$ cat src/rtl/btn_evt_queue.sv
`default_nettype none
// ============================================================================
// Module   : btn_evt_queue
// Purpose  : Expands every changed, enabled button of a report into one event
//            byte, queues the bytes in a FIFO and counts dropped/merged events.
// Revision : 1.0 - initial release
// ============================================================================
module btn_evt_queue #(
   parameter int                 N_BTN      = 16,
   parameter int                 FIFO_DEPTH = 8,
   parameter int                 MODE       = 0,
   parameter logic [8*N_BTN-1:0] CHARS      = "DULRABSMEFGHIJKL"
) (
   input  logic             clk,
   input  logic             rst_n,
   input  logic [N_BTN-1:0] rpt_state,
   input  logic [N_BTN-1:0] rpt_change,
   input  logic             rpt_stb,
   input  logic [N_BTN-1:0] en_mask,
   output logic [7:0]       out_data,
   output logic             out_valid,
   input  logic             out_ack,
   output logic [7:0]       ovf_cnt,
   input  logic             ovf_clr,
   output logic             busy
);

   localparam int c_IDX_W = (N_BTN > 1) ? $clog2(N_BTN) : 1;
   localparam int c_AW    = $clog2(FIFO_DEPTH);
   localparam logic [c_IDX_W-1:0] c_IDX_LAST = c_IDX_W'(N_BTN - 1);
   localparam logic [c_IDX_W-1:0] c_IDX_ONE  = c_IDX_W'(1);
   localparam logic [c_AW:0]      c_PTR_ONE  = (c_AW + 1)'(1);

   typedef enum logic [0:0] {
      S_IDLE = 1'b0,
      S_SCAN = 1'b1
   } state_t;

   state_t             r_state;
   state_t             w_state_nxt;
   logic [c_IDX_W-1:0] r_idx;
   logic [c_IDX_W-1:0] w_idx_nxt;
   logic [N_BTN-1:0]   r_pending;
   logic [N_BTN-1:0]   r_snap;
   logic [N_BTN-1:0]   w_new;
   logic [N_BTN-1:0]   w_emit_mask;
   logic [N_BTN-1:0]   w_pending_nxt;
   logic               w_emit;
   logic               w_coalesce;
   logic [7:0]         w_evt;

   logic [7:0]         r_mem [FIFO_DEPTH];
   logic [c_AW:0]      r_wr_ptr;
   logic [c_AW:0]      r_rd_ptr;
   logic               w_empty;
   logic               w_full;
   logic               w_pop;
   logic               w_push;
   logic               w_drop;

   logic [7:0]         r_ovf_cnt;
   logic [1:0]         w_inc;
   logic [8:0]         w_ovf_sum;
   logic [7:0]         w_ovf_nxt;

   assign w_new  = rpt_stb ? (rpt_change & en_mask) : '0;
   assign w_emit = (r_state == S_SCAN) && r_pending[r_idx];

   always_comb begin
      w_emit_mask = '0;
      for (int i = 0; i < N_BTN; i++) begin
         w_emit_mask[i] = w_emit && (r_idx == c_IDX_W'(i));
      end
   end

   // A report bit landing on the slot being emitted re-arms it rather than merging.
   assign w_coalesce    = |(w_new & r_pending & ~w_emit_mask);
   assign w_pending_nxt = (r_pending & ~w_emit_mask) | w_new;

   always_ff @(posedge clk or negedge rst_n) begin
      if (!rst_n) begin
         r_state <= S_IDLE;
         r_idx   <= '0;
      end else begin
         r_state <= w_state_nxt;
         r_idx   <= w_idx_nxt;
      end
   end

   always_comb begin
      w_state_nxt = S_IDLE;
      w_idx_nxt   = '0;
      case (r_state)
         S_IDLE: begin
            if (w_pending_nxt != '0) begin
               w_state_nxt = S_SCAN;
            end
         end
         S_SCAN: begin
            if (w_pending_nxt != '0) begin
               w_state_nxt = S_SCAN;
               w_idx_nxt   = (r_idx == c_IDX_LAST) ? '0 : r_idx + c_IDX_ONE;
            end
         end
         default: begin
            w_state_nxt = S_IDLE;
         end
      endcase
   end

   generate
      if (MODE == 0) begin : g_ascii
         logic [7:0] w_chars [N_BTN];
         for (genvar g = 0; g < N_BTN; g++) begin : g_char
            assign w_chars[g] = CHARS[8*(N_BTN-1-g) +: 8];
         end
         assign w_evt = r_snap[r_idx] ? w_chars[r_idx] : (w_chars[r_idx] | 8'h20);
      end else begin : g_binary
         assign w_evt = {r_snap[r_idx], 7'(r_idx)};
      end
   endgenerate

   assign w_empty = (r_wr_ptr == r_rd_ptr);
   assign w_full  = (r_wr_ptr[c_AW] != r_rd_ptr[c_AW]) &&
                    (r_wr_ptr[c_AW-1:0] == r_rd_ptr[c_AW-1:0]);
   assign w_pop   = out_ack && !w_empty;
   // A full FIFO still accepts the event when the head leaves on the same edge.
   assign w_push  = w_emit && (!w_full || w_pop);
   assign w_drop  = w_emit && !w_push;

   assign w_inc     = {1'b0, w_drop} + {1'b0, w_coalesce};
   assign w_ovf_sum = {1'b0, r_ovf_cnt} + {7'b0, w_inc};
   assign w_ovf_nxt = ovf_clr      ? 8'h00 :
                      w_ovf_sum[8] ? 8'hFF : w_ovf_sum[7:0];

   always_ff @(posedge clk or negedge rst_n) begin
      if (!rst_n) begin
         r_pending <= '0;
         r_snap    <= '0;
         r_wr_ptr  <= '0;
         r_rd_ptr  <= '0;
         r_ovf_cnt <= '0;
      end else begin
         r_pending <= w_pending_nxt;
         r_snap    <= (r_snap & ~w_new) | (rpt_state & w_new);
         if (w_push) begin
            r_wr_ptr <= r_wr_ptr + c_PTR_ONE;
         end
         if (w_pop) begin
            r_rd_ptr <= r_rd_ptr + c_PTR_ONE;
         end
         r_ovf_cnt <= w_ovf_nxt;
      end
   end

   always_ff @(posedge clk) begin
      if (w_push) begin
         r_mem[r_wr_ptr[c_AW-1:0]] <= w_evt;
      end
   end

   assign out_valid = !w_empty;
   assign out_data  = w_empty ? 8'h00 : r_mem[r_rd_ptr[c_AW-1:0]];
   assign ovf_cnt   = r_ovf_cnt;
   assign busy      = (r_state == S_SCAN);

endmodule
`default_nettype wire

$ cat config.mk
export PLATFORM = sky130hd
export DESIGN_NAME = btn_evt_queue
export DESIGN_NICKNAME = d
export VERILOG_FILES = /design/src/rtl/btn_evt_queue.sv
export SDC_FILE = /design/constraint.sdc
export NUM_CORES = 1
export LEC_CHECK = 0
export ABC_AREA = 1
export BUFFER_PORTS_ARGS = -buffer_cell sky130_fd_sc_hd__buf_2
export CORE_ASPECT_RATIO = 0.6
export CORE_MARGIN = 2
export CORE_UTILIZATION = 40
export CTS_CLUSTER_DIAMETER = 30
export DETAILED_ROUTE_END_ITERATION = 7
export PLACE_DENSITY = 0.6
export SYNTH_ARGS = -nofsm -noshare
export SYNTH_HDL_FRONTEND = slang
export SYNTH_SLANG_ARGS = --single-unit
export TNS_END_PERCENT = 30
$ cat constraint.sdc
create_clock -name clk -period 3.8 [get_ports clk]
set_input_delay 0.76 -clock clk [delete_from_list [all_inputs] [get_ports clk]]
set_output_delay 0.76 -clock clk [all_outputs]
set_load 0.005 [all_outputs]
# == Word level (Yosys, flattened, before mapping) ==
# Memories as Yosys holds them, arrays and structs flattened.
# Index checks and enable logic that the tools add are counted.
# totals
out_inout_bits,18
ramBits,64
reg_bits,53
in_bits,53
mem_count,2
romBits,128
latch_bits,0
elab_cells,90
# op_classes
magnitude_cmp,2
shift,0
n_mul,0
div,0
muxes,17
bitwise_logic,11
n_eq_ne,18
add_sub_neg,5
reduce_logical,28
# memory_table
name,depth,word_bits,rd,rd_clocked_by_memory_dff,wr,line,source
(no name shown),16,8,1,0,0,117,assign w_evt = r_snap[r_idx] ? w_chars[r_idx] : (w_chars[r_idx] | 8'h20);
r_mem,8,8,1,0,1,52,logic [7:0] r_mem [FIFO_DEPTH];
# op_table
op,n
16-bit AND,6
8-bit two-way mux,5
"4-bit == test, second input constant",8
16-bit NOT,2
16-bit bitwise OR,2
1-bit logical AND,21
"4-bit by 3-bit == test with 1-bit output, second input constant",4
16-bit two-way mux,1
16-bit nonzero test,1
16-bit OR reduction,1
"4-bit by 1-bit adder with 4-bit output, second input constant",3
4-bit two-way mux,3
8-bit by 2-bit adder with 9-bit output,1
1-bit binary-select mux with 4-bit select,2
"4-bit by 2-bit == test with 1-bit output, second input constant",2
6-bit two-way mux,1
"5-bit >= comparator, second input constant",1
"4-bit by 5-bit < comparator with 1-bit output, second input constant",1
1-bit two-way mux,5
4-bit NOT with 5-bit output,1
"4-bit by 1-bit == test with 1-bit output, second input constant",1
4-bit == test,1
4-bit zero test,1
3-bit == test,1
4 further kinds,6

# == Longest topological paths before layout ==
# Gate-level depths: netlist of the first run.
# logic_depth
word_depth,11
ltp_mapped,25
mapped_depth_nobuf,22

# == Worst setup path after synthesis of the first run ==
# Ideal clock, no wire load.
# synth_timing
kind,flip-flop to flip-flop
start,reg r_idx[0]
end,reg r_ovf_cnt[7] (netlist: ovf_cnt[7])
setup_time_ps,129
path_stages_with_launch,19
slack_ps,757
n_path_buf,3
synth_period_minus_slack_ps,3043
t_arrival_ps,2914
required_ps,3671
path_cell_list,dfrtp_1 buf_6 inv_2 buf_6 clkbuf_1 ha_1 inv_1 nor2_1 nand3_2 nand2_1 o22ai_1 nor2_1 nand4_1 fa_1 ha_1 nand3_1 nor3b_1 o311ai_0 inv_1
# synth_via
elab_chain_len,11
word_cells_on_any_way,45
classes_between,add/sub (2); eq/ne (15); mux (4); bitwise (2); reduce/logical (22)
# synth_lines
element,line,source
start: declaration,41,logic [c_IDX_W-1:0] r_idx;
start signal: assignment,86,r_idx <= w_idx_nxt;
1-bit binary-select mux with 4-bit select,67,assign w_emit = (r_state == S_SCAN) && r_pending[r_idx];
1-bit two-way mux (not written as such),67,
1-bit logical AND,67,
1-bit logical AND,72,w_emit_mask[i] = w_emit && (r_idx == c_IDX_W'(i));
16-bit NOT,77,assign w_coalesce = |(w_new & r_pending & ~w_emit_mask);
16-bit AND,77,
16-bit OR reduction,77,
1-bit by 1-bit adder with 2-bit output *,131,"assign w_inc = {1'b0, w_drop} + {1'b0, w_coalesce};"
8-bit by 2-bit adder with 9-bit output *,132,"assign w_ovf_sum = {1'b0, r_ovf_cnt} + {7'b0, w_inc};"
8-bit two-way mux *,134,w_ovf_sum[8] ? 8'hFF : w_ovf_sum[7:0];
8-bit two-way mux *,133,assign w_ovf_nxt = ovf_clr ? 8'h00 :
via w_ovf_nxt[7],64,logic [7:0] w_ovf_nxt;
end signal: assignment,152,r_ovf_cnt <= w_ovf_nxt;
end: declaration,61,logic [7:0] r_ovf_cnt;
# Mark *: on every way through the listed nets, which the timed path passes. The rest lies on a longest branch. The select of a mux whose other input is x is not followed.
# A chain may end at the register's enable or synchronous reset.

# == Final worst setup path of the first run ==
# layout_timing
start,reg r_idx[1]
end,reg r_ovf_cnt[5] (netlist: ovf_cnt[5])
# The elaborated chain is that of the path after synthesis.

==> results of run 1 <==
==> cells by family after synthesis <==
| kind of cell | after synthesis | synth area share (%) |
|---|---|---|
| other | 1 | 0.07430 |
| muxes | 16 | 3.570 |
| adders and majority gates | 9 | 2.380 |
| AOI/OAI and AO/OA | 84 | 9.222 |
| buffers and inverters | 67 | 6.049 |
| xor gates and xnor gates | 12 | 2.082 |
| DFF | 101 | 54.83 |
| and+or+nand+nor | 245 | 21.79 |
==> critical path: cells and delay by family, from the launching register on <==
kind	cells	cell delay, ns
fa+ha+maj	2	0.65
simple gates	13	1.74
flops	1	0.38
buf+inv	3	0.45
compound gates	2	0.23
==> worst paths after layout <==
path,end,slack (ns),cells after the start
worst max-delay path,ovf_cnt[5],0.22,20
worst min-delay path,r_wr_ptr[3],0.50,1
worst max register to register,ovf_cnt[5],0.22,20
worst min register to register,r_wr_ptr[3],0.50,1
max in group asynchronous,r_rd_ptr[1],2.49,2
min in group asynchronous,async pin,0.54,1
==> cell type report <==
| class | count | area (µm²) | share of cell area [%] |
|---|---|---|---|
| Clock buffer | 10 | 229.0 | 3.916 |
| Clock inverter | 6 | 92.59 | 1.584 |
| Inverter | 47 | 178.9 | 3.060 |
| Multi-Input combinational cell | 367 | 1974 | 33.77 |
| Sequential cell | 101 | 2768 | 47.34 |
| Tap cell | 165 | 206.4 | 3.531 |
| Timing Repair Buffer | 76 | 397.9 | 6.805 |
==> synthesized netlist by cell type (2+ instances only) <==
library cell	number	area, µm²
a21oi_1	17	85.08
a31oi_1	7	43.79
a32oi_1	2	17.52
buf_2	3	15.01
buf_4	3	22.52
buf_6	3	33.78
clkbuf_1	10	37.54
dfrtp_1	53	1326
edfxtp_1	48	1441
ha_1	8	100.1
inv_1	42	157.7
inv_2	5	18.77
mux2_2	16	180.2
nand2_1	95	356.6
nand2_2	8	50.05
nand3_1	38	190.2
nand3_2	9	90.09
nand4_1	2	12.51
nor2_1	82	307.8
nor2_4	2	22.52
nor3_2	2	20.02
nor3b_1	2	15.01
o21ai_0	42	210.2
o21ai_1	2	10.01
o22ai_1	9	56.30
xor2_1	11	96.34
==> routing by layer <==
metal	GRT usage [%]	up-vias	routed length, µm
met3	4.824	16	765
li1	-	1937	-
met1	29.54	1911	6453
met5	0	-	0
met4	4.524	0	143
met2	27.27	105	5150
==> timing repair <==
action / CTS / global route
setup endpoints to repair: 0 / 2
resized for setup: 0 / 2
hold buffers: 0 / 0
endpoints found under the hold margin: 0 / 0
==> power by group <==
part | internal [mW] | switching (mW)
Combinational | 0.393 | 0.697
Sequential | 1.39 | 0.113
Clock | 0.585 | 0.409
==> flow_summary.toml, run 1 <==
[sta]
worst_pin_slew_ns = 1.141
period_share_pct = 94.18
finalMaxSlewViolations = 0
max_freq_mhz = 279.4
hold_viol = 0
finalSetupTns_ns = 0
rsz0062_at_grt = "no"
worst_slack_ns = 0.2210
whs_ns = 0.4956
min_period_ns = 3.579
finalSetupViolCount = 0
slew_headroom_pct = 23.10
finalClockSkew_ns = 0.01391

[finish]
fillers = 1175
layout_common_cells = "nand2_1 (95), nor2_1 (82), buf_2 (69)"
fin_nets = 664
syn_to_final_growth_pct = 15.84
final_cells = 772
utilization_pct = 48.01
drive_gt1_share_pct = 22.08
antenna_cells = 0
layout_commonest_cell = "nand2_1"
fin_area_um2 = 5847

[drt]
routed_wl_um = 12510
dr.pass1.iters = 5
num_vias = 3969
wl_per_cell_um = 16.21
post_drt_via_cell_ratio = 5.141
drtAntennaViolNets = 0
drc_errors = 0
drtIter0Drc = 277

[clock_tree]
tritoncts = "yes"
cts_max_level = 3
cts-root-buf = "clkbuf_16"
cts_made_buffers = 9
clk_latency_ns = 0.35
clkSinkCount = 101
clock_path_buffers = 2
cts_setup_buffers = 0
clk_pin_slew_ns = 0.07

[power]
p_per_area_nw_per_um2 = 613.8
peakVddDrop_v = 0.0002975
power_mw = 3.589
p_leak_nw = 2.596

[setup_path]
cp-end-kind = "flip-flop"
slowest_delay_ns = 0.43
cp-startpoint = "r_idx[1]"
cp.arrival_ns = 3.81
crit_fanout = 16
cpMaxStageDelayCell = "fa_1"
start_kind = "flip-flop"
crit_path_frequent_cell = "nand2_1"
worst_ep_required_time_ns = 4.03
reg2reg_from = "r_idx[1]"
worstPathCellList = "inv_1 -> nand3_1 -> nand2_1 -> nand2_1 -> nand2_1 -> inv_2 -> nand2_4 -> nand3_1 -> nand2_1 -> o21ai_0 -> nor2_1 -> nand4_1 -> fa_1 -> ha_1 -> nand3_1 -> nor3b_1 -> nand3_1 -> o21ai_0 -> nand2_1 -> inv_1"
worstSetupPathType = "flip-flop to flip-flop"

[die]
row_count = 31
dieHeight_um = 91.01
coreArea_um2 = 12180
die_w_um = 149.0
initial_utilization_pct = 41.44
die_area_um2 = 13560
io_pins = 71

[job]
drv_cap = 0

[yosys]
synth_edf_count = 48
syn_inst = 535
synthFlopType = "dfrtp_1"
synth_seq_cells = 101
netlist_area_um2 = 5047
synth.yosys.seq_area_share_pct = 54.83
syn_area_per_cell_um2 = 9.434
syn_nets = 597
ys_types = 40
yosys_warnings = 0
async_flop_share_pct = 52.48

[global_routing]
grt_max_degree = 40
antenna_found_initial = 0
grt_pass1_wl_um = 20110
grt_overflow = 0
track_usage_pct = 19.28
grt_pass1_vias = 3910

[place]
portBuffers = 69
dp_cells = 756
gp_congestion = 0.9184
placed_area_um2 = 5523
dp_hpwl_um = 9178
pre_cts_ws_ns = 0.3054

[worst_hold_path]
min_from = "r_wr_ptr[3]"
hp-class = "flip-flop to flip-flop"

[run_status]
outcome = "finished, final reports clean"
Power figures use the tool's default switching activity.
==> run 2, diff against run 1 <==
clock period = 3.6 ns   (was 3.8 ns; I/O delays follow)
==> run 2 against run 1 <==
  * Non-clock buffer count increased by 3
  * Final area unchanged
  * Register-to-register slack improved by 0.04 ns
  * Sequential power increased by 5%
==> flow_summary.toml, run 2 (same netlist as run 1, synthesis figures left out) <==
[drt]
dr.pass1.iters = 5
num_vias = 3972
drtAntennaViolNets = 0
wl_per_cell_um = 15.62
drtIter0Drc = 232
drc_errors = 0
post_drt_via_cell_ratio = 5.125
routed_wl_um = 12110

[sta]
finalClockSkew_ns = 0.007691
whs_ns = 0.3623
rsz0062_at_grt = "no"
finalMaxSlewViolations = 0
worst_pin_slew_ns = 0.9090
min_period_ns = 3.342
finalSetupTns_ns = 0
period_share_pct = 92.84
max_freq_mhz = 299.2
finalSetupViolCount = 0
hold_viol = 0
slew_headroom_pct = 38.76

[die]
initial_utilization_pct = 41.44
dieHeight_um = 91.01
die_w_um = 149.0
row_count = 31
die_area_um2 = 13560
coreArea_um2 = 12180
io_pins = 71

[finish]
layout_commonest_cell = "nand2_1"
layout_common_cells = "nand2_1 (95), nor2_1 (81), buf_2 (69)"
fin_area_um2 = 5847
drive_gt1_share_pct = 23.44
fillers = 1156
syn_to_final_growth_pct = 15.84
final_cells = 775
fin_nets = 667
antenna_cells = 0

[global_routing]
grt_pass1_wl_um = 19540
grt_overflow = 0
grt_pass1_vias = 3774
grt_max_degree = 29
track_usage_pct = 18.63
antenna_found_initial = 0

[run_status]
outcome = "finished, final reports clean"

[setup_path]
start_kind = "flip-flop"
worstSetupPathType = "flip-flop to flip-flop"
worst_ep_required_time_ns = 3.82
cp-end-kind = "flip-flop"
crit_fanout = 19
cp.arrival_ns = 3.57

[clock_tree]
cts_made_buffers = 9
clock_path_buffers = 2
clk_pin_slew_ns = 0.07
cts-root-buf = "clkbuf_16"
clkSinkCount = 101
clk_latency_ns = 0.34
cts_setup_buffers = 0
tritoncts = "yes"
cts_max_level = 3

[place]
portBuffers = 69
dp_cells = 759
placed_area_um2 = 5545
gp_congestion = 0.8747
dp_hpwl_um = 8891

[worst_hold_path]
hp-class = "primary input to async pin"

[power]
p_leak_nw = 2.587
p_per_area_nw_per_um2 = 624.9
peakVddDrop_v = 0.0002744

[job]
drv_cap = 0
==> run 2: layer usage <==
layer	share of wire (%)	routed length (µm)	up-vias	GRT usage, %
met1	52	6327	1894	29.55
li1	-	-	1933	-
met4	0.92	112	0	4.683
met5	0	0	-	0
met2	41	4909	134	25.61
met3	6.3	760	11	3.819
==> run 2: stage by stage <==
stage	utilization, %	worst slack, ns	total power [mW]
5_1_grt	48.01	0.004847	3.888
4_1_cts	47.85	0.1525	3.677
6_report	48.01	0.2577	3.654
3_5_place_dp	45.53	0.1664	2.749
3_3_place_gp	45.53	0.3483	2.724
2_1_floorplan	-	0.5572	2.354
==> run 2: area by class of cell <==
cell class                 count  area, µm²  share of cell area (%)
inverter                      47      182.7                   3.124
clock buffer                   9      225.2                   3.852
tap                          165      206.4                   3.531
clock inverter                 7      57.56                  0.9844
multi-input combinational    367       1987                   33.98
timing repair buffer          79      420.4                   7.190
sequential                   101       2768                   47.34
==> run 2: power breakdown <==
group	total [mW]	internal, mW	switching (mW)
Sequential	1.59	1.47	0.120
Clock	0.926	0.478	0.448
Combinational	1.14	0.415	0.724
Total	3.65	2.36	1.29
==> run 2: worst paths after layout <==
check	start	to	slack, ns	depth (start not counted)
worst min register to register	r_rd_ptr[3]	r_rd_ptr[3]	0.50	1
worst min-delay path	rst_n	async pin	0.36	1
worst max-delay path	r_idx[0]	ovf_cnt[7]	0.26	19
min in group clk	r_rd_ptr[3]	r_rd_ptr[3]	0.50	1
worst max register to register	r_idx[0]	ovf_cnt[7]	0.26	19
max in group asynchronous	rst_n	r_wr_ptr[0]	2.44	2
==> run 2: what timing repair did <==
item / in CTS / in global routing
setup endpoints to repair: 0 / 7
gates resized for setup: 0 / 6
hold buffers: 0 / 0
==> run 2: critical path, stage by stage (launching register included) <==
cell	delay [ns]
dfrtp_1	0.41
buf_4	0.22
nand2_1	0.09
nand3_1	0.07
nand2_1	0.08
nand2_1	0.05
nand2_1	0.08
inv_2	0.05
nand2_4	0.18
nand3_1	0.14
nand2_1	0.09
o21ai_0	0.10
nor2_2	0.23
nand4_1	0.15
fa_1	0.42
ha_1	0.23
nand3_1	0.15
nor3b_2	0.09
o311ai_0	0.32
inv_1	0.07
==> run 3, diff against run 2 <==
--- a/config.mk
+++ b/config.mk
@@ -13,4 +13,5 @@
 export CTS_CLUSTER_DIAMETER = 30
 export DETAILED_ROUTE_END_ITERATION = 7
+export GPL_TIMING_DRIVEN = 0
 export PLACE_DENSITY = 0.6
 export SYNTH_ARGS = -nofsm -noshare
==> constraint.sdc (replaced) <==
create_clock -name clk -period 3.6 [get_ports clk]
set_input_delay 0.72 -clock clk [delete_from_list [all_inputs] [get_ports clk]]
set_output_delay 0.72 -clock clk [all_outputs]
set_load 0.01 [all_outputs]
==> run 3 against run 2 <==
  * Via count fell by 0.38%
  * Clock power up 5.1%
  * Clock skew hardly changed
  * Power is 3.6% higher
  * Cell count up 1.0%
  * First-iteration DRC count grew 33%
  * Hold slack better by 0.061 ns
  * Final area rose by 1.3%
  * Non-clock buffer count increased by 8
  * Die area stayed put
  * Critical path type unchanged
==> flow_summary.toml, run 3 (same netlist as run 1, synthesis figures left out) <==
[setup_path]
worstSetupPathType = "flip-flop to flip-flop"
cp.arrival_ns = 3.62
cpMaxStageDelayCell = "dfrtp_1"
crit_family = "simple AND/OR/NAND/NOR gates"
cp-end-kind = "flip-flop"
start_kind = "flip-flop"
worst_ep_required_time_ns = 3.82
r2r-end = "ovf_cnt[7]"
worstPathCellList = "buf_6 -> inv_2 -> buf_12 -> nand2_1 -> nand3_1 -> nand2_1 -> nand2_1 -> nand2_1 -> inv_2 -> nand2_4 -> buf_12 -> nand3_2 -> nand2_1 -> o21ai_0 -> nor2_1 -> nand4_1 -> fa_2 -> ha_1 -> nand3_2 -> nor3b_4 -> o311ai_1 -> inv_1"
crit_buf_inv = 6
reg2reg_from = "r_idx[0]"
crit_path_frequent_cell = "nand2_1"
crit_fanout = 20
slowest_delay_ns = 0.39
regToRegSetupSlack_ns = 0.20
rr_worst_depth = 22

[global_routing]
grt_max_degree = 54
grt_pass1_vias = 3921
grt_overflow = 0
grt_pass1_wl_um = 20430
antenna_found_initial = 0
track_usage_pct = 19.63

[sta]
max_freq_mhz = 294.3
finalSetupViolCount = 0
min_period_ns = 3.398
slew_headroom_pct = 35.43
finalClockSkew_ns = 0.008014
finalSetupTns_ns = 0
hold_viol = 0
whs_ns = 0.4233
finalMaxSlewViolations = 0
worst_pin_slew_ns = 0.9585
period_share_pct = 94.39

[die]
coreArea_um2 = 12180
dieHeight_um = 91.01
row_count = 31
die_w_um = 149.0
die_area_um2 = 13560
initial_utilization_pct = 41.44
io_pins = 71

[clock_tree]
clkSinkCount = 101
tritoncts = "yes"
clk_pin_slew_ns = 0.07
cts_max_level = 3
ctsHoldBuffers = 0
cts_made_buffers = 9
cts_setup_buffers = 0
clk_latency_ns = 0.34
cts-root-buf = "clkbuf_16"
clock_path_buffers = 2

[drt]
drtIter0Drc = 308
post_drt_via_cell_ratio = 5.054
drc_errors = 0
routed_wl_um = 12330
dr.pass1.iters = 5
wl_per_cell_um = 15.75
num_vias = 3957
drtAntennaViolNets = 0

[finish]
layout_commonest_cell = "nand2_1"
drive_gt1_share_pct = 22.98
antenna_cells = 0
fillers = 1168
layout_common_cells = "nand2_1 (95), nor2_1 (82), buf_2 (70)"
fin_nets = 675
syn_to_final_growth_pct = 17.33
fin_area_um2 = 5922

[power]
p_leak_nw = 2.630
p_per_area_nw_per_um2 = 639.5
peakVddDrop_v = 0.0003083

[place]
dp_hpwl_um = 9240
placed_area_um2 = 5594
gp_congestion = 0.9596
portBuffers = 68

[run_status]
outcome = "finished, final reports clean"

[worst_hold_path]
hp-class = "primary input to async pin"

[job]
drv_cap = 0
run 3: cell count changes in the layout (fill, tap and decap cells not counted), sizes merged:
| cell | delta |
|---|---|
| clkbuf | +12 |
| buf | -1 |
| bufinv | +1 |
| clkinv | -2 |
| clkinvlp | -2 |
run 3: area by class of cell:
| type | instances | area [µm²] | area share (%) |
|---|---|---|---|
| Tap cell | 165 | 206.4 | 3.486 |
| Inverter | 47 | 176.4 | 2.979 |
| Buffer | 19 | 133.9 | 2.261 |
| Clock inverter | 4 | 48.80 | 0.8240 |
| Timing Repair Buffer | 68 | 342.8 | 5.789 |
| Clock buffer | 12 | 246.5 | 4.162 |
| Sequential cell | 101 | 2769 | 46.76 |
| Multi-Input combinational cell | 367 | 1998 | 33.74 |
run 3: worst max-delay path by stage:
stage | to | startpoint | slack, ns | cells after the start
global route | ovf_cnt[5] | r_idx[0] | -0.005 | 24
floorplan | ovf_cnt[7] | r_idx[0] | 0.56 | 18
finish | ovf_cnt[7] | r_idx[0] | 0.20 | 22
detailed placement | ovf_cnt[5] | r_idx[0] | -0.41 | 20
CTS | ovf_cnt[5] | r_idx[0] | 0.02 | 24
global placement | ovf_cnt[7] | r_idx[0] | -0.33 | 18
run 3: power by group:
group          switching, mW  total [mW]  leakage, nW  internal [mW]
clock network          0.414       0.973        0.143          0.558
registers              0.129        1.60         1.07           1.47
logic                  0.786        1.22         1.42          0.430
total                   1.33        3.79         2.63           2.46
run 3: worst reg2reg max path, delay by kind of cell, from the launching register on:
kind	cells	cell delay, ns
flip-flops	1	0.39
AO/OA/AOI/OAI	2	0.35
AND/OR/NAND/NOR	12	1.27
buffers and inverters	6	0.67
adder cells (fa/ha/maj)	2	0.61
run 3: per-stage QoR:
step / cells / setup slack, ns / total power [mW] / util [%]
after floorplan: 535 / 0.5571 / 2.395 / -
after global placement: 768 / -0.3280 / 2.791 / 45.93
after detailed placement: 768 / -0.4085 / 2.821 / 45.93
after CTS: 783 / 0.01899 / 3.802 / 48.34
after global routing: 783 / -0.004685 / 4.037 / 48.62
final: 783 / 0.2020 / 3.787 / 48.62
run 3: repair_timing:
item | 4_1_cts | 5_1_grt
endpoints found under the setup margin | 8 | 8
pin swaps | 0 | 4
cloned | 0 | 0
gates resized for setup | 1 | 9
endpoints found under the hold margin | 0 | 0
run 3: routing by layer:
layer / share of wire (%) / GRT usage [%] / vias to the layer above / wire, µm
met3: 8.1 / 6.884 / 8 / 996
met2: 39 / 25.88 / 118 / 4785
met5: 0 / 0 / - / 0
met1: 52 / 30.62 / 1882 / 6467
met4: 0.67 / 4.127 / 0 / 83
li1: - / - / 1949 / -
